[config.mk]
export PLATFORM = sky130hd
export DESIGN_NAME = timer_array_flat
export DESIGN_NICKNAME = d
export VERILOG_FILES = /design/src/rtl/timer_pkg.sv /design/src/rtl/timer_array_if.sv /design/src/rtl/timer_channel.sv /design/src/rtl/timer_array.sv /design/src/flat_wrapper.sv
export SDC_FILE = /design/constraint.sdc
export NUM_CORES = 1
export LEC_CHECK = 0
export BUFFER_PORTS_ARGS = -buffer_cell sky130_fd_sc_hd__buf_2
export CAP_MARGIN = 0
export CORE_UTILIZATION = 35
export DETAILED_ROUTE_END_ITERATION = 10
export SYNTH_ARGS = -nofsm -noshare
export SYNTH_HDL_FRONTEND = slang
export SYNTH_SLANG_ARGS = --single-unit
export TNS_END_PERCENT = 1
[constraint.sdc]
create_clock -name clk -period 8.2 [get_ports clk]
set_input_delay 1.23 -clock clk [delete_from_list [all_inputs] [get_ports clk]]
set_output_delay 1.23 -clock clk [all_outputs]
set_load 0.005 [all_outputs]
[src/rtl/timer_pkg.sv]
// timer_array shared definitions: register offsets, bit indices, tap helpers.
// Used by timer_channel and timer_array.
package timer_pkg;

  localparam logic [3:0] OFF_CTRL  = 4'h0;
  localparam logic [3:0] OFF_SCALE = 4'h1;
  localparam logic [1:0] GRP_PRESET  = 2'd1;
  localparam logic [1:0] GRP_COMPARE = 2'd2;
  localparam logic [1:0] GRP_COUNT   = 2'd3;

  localparam int CTRL_EN      = 0;
  localparam int CTRL_RELOAD  = 1;
  localparam int CTRL_ONESHOT = 2;
  localparam int CTRL_CASCADE = 3;
  localparam int CTRL_OSCSEL  = 4;

  localparam int GLB_OSC1_EN = 0;
  localparam int GLB_OSC2_EN = 1;

  // osc1 tap widths: divisors 2,8,32,64,128,256,1024,4096
  function automatic logic [3:0] osc1_width(input logic [2:0] p);
    logic [3:0] w;
    case (p)
      3'd0:    w = 4'd1;
      3'd1:    w = 4'd3;
      3'd2:    w = 4'd5;
      3'd3:    w = 4'd6;
      3'd4:    w = 4'd7;
      3'd5:    w = 4'd8;
      3'd6:    w = 4'd10;
      default: w = 4'd12;
    endcase
    return w;
  endfunction

  function automatic logic tick_osc1(
    input logic [11:0] pre,
    input logic [2:0]  p
  );
    logic [12:0] m;
    m = (13'd1 << osc1_width(p)) - 13'd1;
    return ({1'b0, pre} & m) == m;
  endfunction

  function automatic logic tick_osc2(
    input logic [6:0] pre,
    input logic [2:0] p
  );
    logic [7:0] m;
    m = (8'd1 << p) - 8'd1;
    return ({1'b0, pre} & m) == m;
  endfunction

endpackage

[src/rtl/timer_array_if.sv]
// CPU bus slave window signals for timer_array.
// master = CPU side, slave = timer block.
interface timer_array_if;
  logic        bus_write;
  logic        bus_read;
  logic [23:0] bus_address_in;
  logic [7:0]  bus_data_in;
  logic [7:0]  bus_data_out;

  modport master (
    output bus_write, bus_read, bus_address_in, bus_data_in,
    input  bus_data_out
  );

  modport slave (
    input  bus_write, bus_read, bus_address_in, bus_data_in,
    output bus_data_out
  );
endinterface

[src/rtl/timer_channel.sv]
// One down-counter channel: CTRL/SCALE/PRESET/COMPARE, IRQ and tout.
// Cascade input only honoured when TIMER_CASCADE_EN is defined.
module timer_channel
  import timer_pkg::*;
#(
  parameter int CNT_W  = 16,
  parameter int CH_IDX = 0
) (
  input  logic             clk,
  input  logic             reset,
  input  logic             i_wr,
  input  logic [3:0]       i_wr_off,
  input  logic [7:0]       i_wr_data,
  input  logic [3:0]       i_rd_off,
  output logic [7:0]       o_rd_data,
  input  logic [7:0]       i_osc1_tick,
  input  logic [7:0]       i_osc2_tick,
  input  logic             i_casc_tick,
  output logic             o_uflow,
  output logic [1:0]       o_irq,
  output logic             o_tout
);

  localparam int NB = CNT_W / 8;

  logic             r_en;
  logic             r_reload;
  logic             r_oneshot;
  logic             r_oscsel;
  logic [2:0]       r_scale;
  logic [CNT_W-1:0] r_preset;
  logic [CNT_W-1:0] r_compare;
  logic [CNT_W-1:0] r_count;
  logic [1:0]       r_irq;
  logic             r_tout;
  logic             w_casc_rd;
  logic             w_src;
  logic             w_tick;
  logic             w_uflow;
  logic             w_cmp;
  logic [7:0]       w_ctrl;
  logic [31:0]      w_pre32;
  logic [31:0]      w_cmp32;
  logic [31:0]      w_cnt32;

  wire w_ctrl_wr = i_wr && (i_wr_off == OFF_CTRL);

`ifdef TIMER_CASCADE_EN
  logic r_cascade;

  // cascade bit only exists above channel 0
  always_ff @(posedge clk or posedge reset) begin
    if (reset)
      r_cascade <= 1'b0;
    else if (w_ctrl_wr)
      r_cascade <= (CH_IDX > 0) && i_wr_data[CTRL_CASCADE];
  end

  assign w_casc_rd = r_cascade;
`else
  logic w_unused;
  assign w_unused  = i_casc_tick ^ (CH_IDX > 0);
  assign w_casc_rd = 1'b0;
`endif

  // tick source select; a pending reload swallows the tick
  always_comb begin
    w_src = r_oscsel ? i_osc2_tick[r_scale]
                     : i_osc1_tick[r_scale];
`ifdef TIMER_CASCADE_EN
    if (r_cascade)
      w_src = i_casc_tick;
`endif
    w_tick = w_src & r_en & ~r_reload;
  end

  assign w_uflow = w_tick && (r_count == '0);
  assign w_cmp   = w_tick && (r_count == r_compare);
  assign o_uflow = w_uflow;
  assign o_irq   = r_irq;
  assign o_tout  = r_tout;

  // counter, control registers, IRQ pulses and tout level
  always_ff @(posedge clk or posedge reset) begin
    if (reset) begin
      r_en      <= 1'b0;
      r_reload  <= 1'b0;
      r_oneshot <= 1'b0;
      r_oscsel  <= 1'b0;
      r_scale   <= 3'd0;
      r_preset  <= '0;
      r_compare <= '0;
      r_count   <= '0;
      r_irq     <= 2'b00;
      r_tout    <= 1'b0;
    end else begin
      r_reload <= 1'b0;
      r_irq    <= {w_cmp, w_uflow};
      if (r_reload)
        r_count <= r_preset;
      else if (w_uflow) begin
        if (r_oneshot)
          r_en <= 1'b0;
        else
          r_count <= r_preset;
      end else if (w_tick)
        r_count <= r_count - 1'b1;
      if (w_uflow)
        r_tout <= 1'b1;
      else if (w_cmp)
        r_tout <= 1'b0;
      if (w_ctrl_wr) begin
        r_en      <= i_wr_data[CTRL_EN];
        r_reload  <= i_wr_data[CTRL_RELOAD];
        r_oneshot <= i_wr_data[CTRL_ONESHOT];
        r_oscsel  <= i_wr_data[CTRL_OSCSEL];
      end
      if (i_wr && (i_wr_off == OFF_SCALE))
        r_scale <= i_wr_data[2:0];
      for (int k = 0; k < NB; k++) begin
        if (i_wr && (i_wr_off[1:0] == 2'(k))) begin
          if (i_wr_off[3:2] == GRP_PRESET)
            r_preset[8*k +: 8] <= i_wr_data;
          if (i_wr_off[3:2] == GRP_COMPARE)
            r_compare[8*k +: 8] <= i_wr_data;
        end
      end
    end
  end

  assign w_pre32 = 32'(r_preset);
  assign w_cmp32 = 32'(r_compare);
  assign w_cnt32 = 32'(r_count);

  // register read mux; bytes above CNT_W fall out as zero
  always_comb begin
    w_ctrl = 8'h00;
    w_ctrl[CTRL_EN]      = r_en;
    w_ctrl[CTRL_ONESHOT] = r_oneshot;
    w_ctrl[CTRL_CASCADE] = w_casc_rd;
    w_ctrl[CTRL_OSCSEL]  = r_oscsel;
    o_rd_data = 8'h00;
    unique case (1'b1)
      (i_rd_off == OFF_CTRL):
        o_rd_data = w_ctrl;
      (i_rd_off == OFF_SCALE):
        o_rd_data = {5'd0, r_scale};
      (i_rd_off[3:2] == GRP_PRESET):
        o_rd_data = w_pre32[{i_rd_off[1:0], 3'b000} +: 8];
      (i_rd_off[3:2] == GRP_COMPARE):
        o_rd_data = w_cmp32[{i_rd_off[1:0], 3'b000} +: 8];
      (i_rd_off[3:2] == GRP_COUNT):
        o_rd_data = w_cnt32[{i_rd_off[1:0], 3'b000} +: 8];
      default:
        o_rd_data = 8'h00;
    endcase
  end

endmodule

[src/rtl/timer_array.sv]
// NUM_CH down-counter timers on one CPU bus window, shared prescalers.
// Optional macro TIMER_CASCADE_EN chains channel c to underflows of c-1.
module timer_array
  import timer_pkg::*;
#(
  parameter logic [23:0] BASE_ADDR = 24'h002030,
  parameter int          NUM_CH    = 3,
  parameter int          CNT_W     = 16
) (
  input  logic                clk,
  input  logic                reset,
  input  logic                clk_ce,
  input  logic                rt_ce,
  timer_array_if.slave        bus,
  output logic [2*NUM_CH-1:0] irqs,
  output logic [NUM_CH-1:0]   tout,
  output logic                osc256
);

  logic        r_osc1_en;
  logic        r_osc2_en;
  logic [11:0] r_osc1;
  logic [6:0]  r_osc2;
  logic [7:0]  w_t1;
  logic [7:0]  w_t2;
  logic [23:0] w_off;
  logic [19:0] w_blk;
  logic        w_glb;
  logic        w_wr;
  logic [7:0]  w_rdata;
  logic [7:0]  w_ch_rd [NUM_CH];
  logic [NUM_CH-1:0] w_uflow;
  logic [NUM_CH-1:0] w_casc;
  logic        w_unused;

  assign w_off = bus.bus_address_in - BASE_ADDR;
  assign w_blk = w_off[23:4];
  assign w_glb = (w_blk == 20'(NUM_CH)) && (w_off[3:0] == 4'h0);
  assign w_wr  = clk_ce & bus.bus_write;
  assign w_unused = ^{bus.bus_read, w_uflow};

  // GLOBAL register and the two free-running prescalers
  always_ff @(posedge clk or posedge reset) begin
    if (reset) begin
      r_osc1_en <= 1'b0;
      r_osc2_en <= 1'b0;
      r_osc1    <= 12'd0;
      r_osc2    <= 7'd0;
    end else begin
      if (w_wr && w_glb) begin
        r_osc1_en <= bus.bus_data_in[GLB_OSC1_EN];
        r_osc2_en <= bus.bus_data_in[GLB_OSC2_EN];
      end
      if (clk_ce && r_osc1_en)
        r_osc1 <= r_osc1 + 12'd1;
      if (rt_ce && r_osc2_en)
        r_osc2 <= r_osc2 + 7'd1;
    end
  end

  // per-tap tick strobes
  always_comb begin
    w_t1 = 8'h00;
    w_t2 = 8'h00;
    for (int p = 0; p < 8; p++) begin
      w_t1[p] = clk_ce & r_osc1_en & tick_osc1(r_osc1, 3'(p));
      w_t2[p] = rt_ce & r_osc2_en & tick_osc2(r_osc2, 3'(p));
    end
  end

  assign osc256 = (r_osc2 == 7'h7F);

  for (genvar c = 0; c < NUM_CH; c++) begin : g_ch
    if (c == 0) begin : g_head
      assign w_casc[c] = 1'b0;
    end else begin : g_link
      assign w_casc[c] = w_uflow[c-1];
    end

    timer_channel #(
      .CNT_W  (CNT_W),
      .CH_IDX (c)
    ) u_ch (
      .clk         (clk),
      .reset       (reset),
      .i_wr        (w_wr && (w_blk == 20'(c))),
      .i_wr_off    (w_off[3:0]),
      .i_wr_data   (bus.bus_data_in),
      .i_rd_off    (w_off[3:0]),
      .o_rd_data   (w_ch_rd[c]),
      .i_osc1_tick (w_t1),
      .i_osc2_tick (w_t2),
      .i_casc_tick (w_casc[c]),
      .o_uflow     (w_uflow[c]),
      .o_irq       (irqs[2*c +: 2]),
      .o_tout      (tout[c])
    );
  end

  // read data: channel block, GLOBAL byte, else zero
  always_comb begin
    w_rdata = 8'h00;
    for (int c = 0; c < NUM_CH; c++)
      if (w_blk == 20'(c))
        w_rdata = w_ch_rd[c];
    if (w_glb)
      w_rdata = {6'd0, r_osc2_en, r_osc1_en};
  end

  assign bus.bus_data_out = w_rdata;

endmodule

[src/flat_wrapper.sv]
// flat-port wrapper written by rule: the top's interface ports become plain ports
module timer_array_flat import timer_pkg::*;
#(
  parameter logic [23:0] BASE_ADDR = 24'h002030,
  parameter int          NUM_CH    = 3,
  parameter int          CNT_W     = 16
)
  (clk, reset, clk_ce, rt_ce, irqs, tout, osc256, bus_bus_write, bus_bus_read, bus_bus_address_in, bus_bus_data_in, bus_bus_data_out);
  timer_array_if bus_i ();
  input  logic clk;
  input  logic reset;
  input  logic clk_ce;
  input  logic rt_ce;
  output logic [2*NUM_CH-1:0] irqs;
  output logic [NUM_CH-1:0] tout;
  output logic osc256;
  input wire logic [$bits(bus_i.bus_write)-1:0] bus_bus_write;
  input wire logic [$bits(bus_i.bus_read)-1:0] bus_bus_read;
  input wire logic [$bits(bus_i.bus_address_in)-1:0] bus_bus_address_in;
  input wire logic [$bits(bus_i.bus_data_in)-1:0] bus_bus_data_in;
  output wire logic [$bits(bus_i.bus_data_out)-1:0] bus_bus_data_out;
  assign bus_i.bus_write = bus_bus_write;
  assign bus_i.bus_read = bus_bus_read;
  assign bus_i.bus_address_in = bus_bus_address_in;
  assign bus_i.bus_data_in = bus_bus_data_in;
  assign bus_bus_data_out = bus_i.bus_data_out;
  timer_array #(.BASE_ADDR(BASE_ADDR), .NUM_CH(NUM_CH), .CNT_W(CNT_W)) u_core (.clk(clk), .reset(reset), .clk_ce(clk_ce), .rt_ce(rt_ce), .bus(bus_i), .irqs(irqs), .tout(tout), .osc256(osc256));
endmodule
==> run metrics <==
hold slack final=484 ps; DR pass1 iterations=5; final setup vio count=0; Worst Tran Pin Value=1120 ps; P_leak=roughly 5.9 nW; NumNets Final=roughly 1,200; Max VDD drop=0.000126 V; status=finished, final reports clean; Ys Warns=0; gp weighted congestion=0.892; Cell Rows=66; area leader, netlist=dfrtp_1; crit-path max cell delay=630 ps; die height=~180 um; worst hold path class=register to register; hold_buf cts=0; Cells after Synth=1,114; most instantiated cells after synthesis=dfrtp_1 (195), mux2_2 (131), nand2_1 (74); clk_lat worst skew=450 ps; initial core utilization=35.6%; worst path cell trace=buf_2 > nor4_1 > and4_1 > nor4bb_1 > buf_4 > nor2b_1 > a221oi_1 > o21ai_0 > buf_2; endpoints failing hold=0; # IOs=56; max-slew violations=0; Data required, critical path=6970 ps; Clock Pin Slew Worst Setup and Hold Paths=70 ps; asr flop ratio synth=100%; Worst path slowest cell=nor4_1; clk sink count=195; CTS tree=built; drt total wl=32,500 um; pin count of the biggest net entering global routing=129; maxcap violations=0; count leader, synth=dfrtp_1; number of diodes=0; total grt overflow=0; Synth Register Bits=195; Max FO, Critical Path=10; post-synthesis sequential area ratio=a little over two fifths; Detailed Route Iter0 Violations=804; Post-CTS Setup Bufs=0; cell area after synthesis=11,600 sq um; H-tree level count=4; area delta synth->final=9.68%; syn_nets=1,161; share of cells above drive strength 1=23.7%; DP HPWL=23,000 um; number of global-route vias before repair=8,517; skew final=10.1 ps; Post-synth top flop=dfrtp_1; Final Cycle Share=between 60 and 70%; Rel. slew slack=25.5%; clk buf depth=2; Core Region=32,500 sq um; Avg Inst Size Synth=10.4 sq um; die area=33,900 sq um; Num CTS Buffers=17; Clock Tree Root=clkbuf_16; number of synthesized flops with an enable pin=0; via/cell ratio=5.73; vias=9,020; antenna violations before repair=0; main area contributors after synthesis=dfrtp_1 (42%), mux2_2 (13%), xor2_1 (3.9%), mux4_2 (3.9%), mux2i_1 (3.8%); top-area cell type share of the netlist area=42.1%; RSZ-0062 raised after global routing=no; Fmax=182 MHz; total global-route track usage=19.7%; Residual DRC=0; DIE WIDTH=184 um; min cycle time layout=between 5000 and 6000 ps; CTS-repair resized insts=0; Setup TNS Final=0 ps; pwr dens=145 nW/um^2; Routed WL per cell=20.6 um; Startpoint Class=input pin; CP Class=input pin to output port; Detail Route Antenna Nets=0; first-pass GRT wire length=50,800 um; Synth cell types=81; crit path DAT=4250 ps; port bufs=54; crit end category=output port; Crit path top cell by count=buf_2
where the power goes:
group | internal, mW | switching, mW | total (mW)
Clock | 0.399 | 0.394 | 0.793
Sequential | 0.961 | 0.00000373 | 0.961
Combinational | 0.0243 | 0.0682 | 0.0924
cell families (layout without fill, tap and decap cells):
| logic type | count (synthesis) | count (layout) | share of synthesized area, % |
|---|---|---|---|
| simple gates | 316 | 316 | 14.5 |
| compound gates | 224 | 224 | 13.4 |
| mux | 195 | 195 | 20.4 |
| flops | 195 | 195 | 42.1 |
| buf+inv | 113 | 132 | 3.99 |
| xor+xnor | 62 | 62 | 4.68 |
| fa+ha+maj | 9 | 9 | 0.971 |
registers in the layout, summed over array words and instances, names as in the netlist, 6 cells and up:
name / count
u_core.g_ch.u_ch.r_compare: 48
u_core.g_ch.u_ch.r_count: 48
u_core.g_ch.u_ch.r_preset: 48
u_core.r_osc1: 12
u_core.g_ch.u_ch.r_scale: 9
u_core.r_osc2: 7
u_core.g_ch.u_ch.o_irq: 6
per-layer routing:
| metal | wire length, um | up-vias | global-route usage [%] |
|---|---|---|---|
| li1 | - | 4142 | - |
| met1 | 14900 | 4529 | 27.7 |
| met2 | 14900 | 316 | 30.7 |
| met3 | 2190 | 33 | 3.49 |
| met4 | 576 | 0 | 5.77 |
| met5 | 0 | - | 0 |
cell usage in the layout (no fill, tap or decap), types with 19 or more instances in the layout:
cell type | Yosys | final
dfrtp_1 | 195 | 195
o211ai_1 | 19 | 19
nor2_1 | 72 | 72
mux2i_1 | 44 | 44
nand3_1 | 33 | 33
a21oi_1 | 43 | 43
o21ai_0 | 52 | 52
nor4_1 | 20 | 20
nor3_1 | 21 | 21
nand2_1 | 74 | 74
mux4_2 | 20 | 20
inv_1 | 38 | 37
buf_2 | 15 | 54
mux2_2 | 131 | 131
xor2_1 | 52 | 52
cell type report:
cell class	instances	area [sq um]
multi-input cells	806	6260
well taps	442	553
flip-flops and latches	195	4880
clock buffers	18	439
clock inverters	13	98.8
fillers	3221	19800
repair buffers	63	338
inverters	38	150
metrics by stage:
| step | std cells | utilization [%] | setup slack [ps] | power [mW] | cell area [sq um] |
|---|---|---|---|---|---|
| floorplan | 1114 | - | 1660 | 1.04 | 11600 |
| global placement | 1544 | 37.4 | 2730 | 1.07 | 12200 |
| detailed placement | 1544 | 37.4 | 2680 | 1.07 | 12200 |
| CTS | 1575 | 39.1 | 2670 | 1.86 | 12700 |
| global route | 1575 | 39.1 | 2520 | 1.90 | 12700 |
| finish | 1575 | 39.1 | 2720 | 1.85 | 12700 |
worst max-delay path: cells and delay by family:
family	cells	cell delay [ps]
and+or+nand+nor	4	1940
AOI/OAI and AO/OA	2	570
buffers and inverters	3	500
worst paths after layout:
path / startpoint / to / slack [ps] / cells after the start
worst max-delay path: bus_bus_address_in[7] / bus_bus_data_out[1] / 2720 / 9
worst min-delay path: u_core.r_osc1[11] / u_core.r_osc1[11] / 480 / 1
worst max register to register: u_core.r_osc2[0] / u_core.g_ch[2].u_ch.r_count[11] / 4490 / 11
worst min register to register: u_core.r_osc1[11] / u_core.r_osc1[11] / 480 / 1
max in group asynchronous: reset / u_core.r_osc1[2] / 5760 / 3
min in group asynchronous: reset / u_core.g_ch[2].u_ch.o_irq[0] / 970 / 2
No activity file was read; power rests on OpenSTA's default activity.
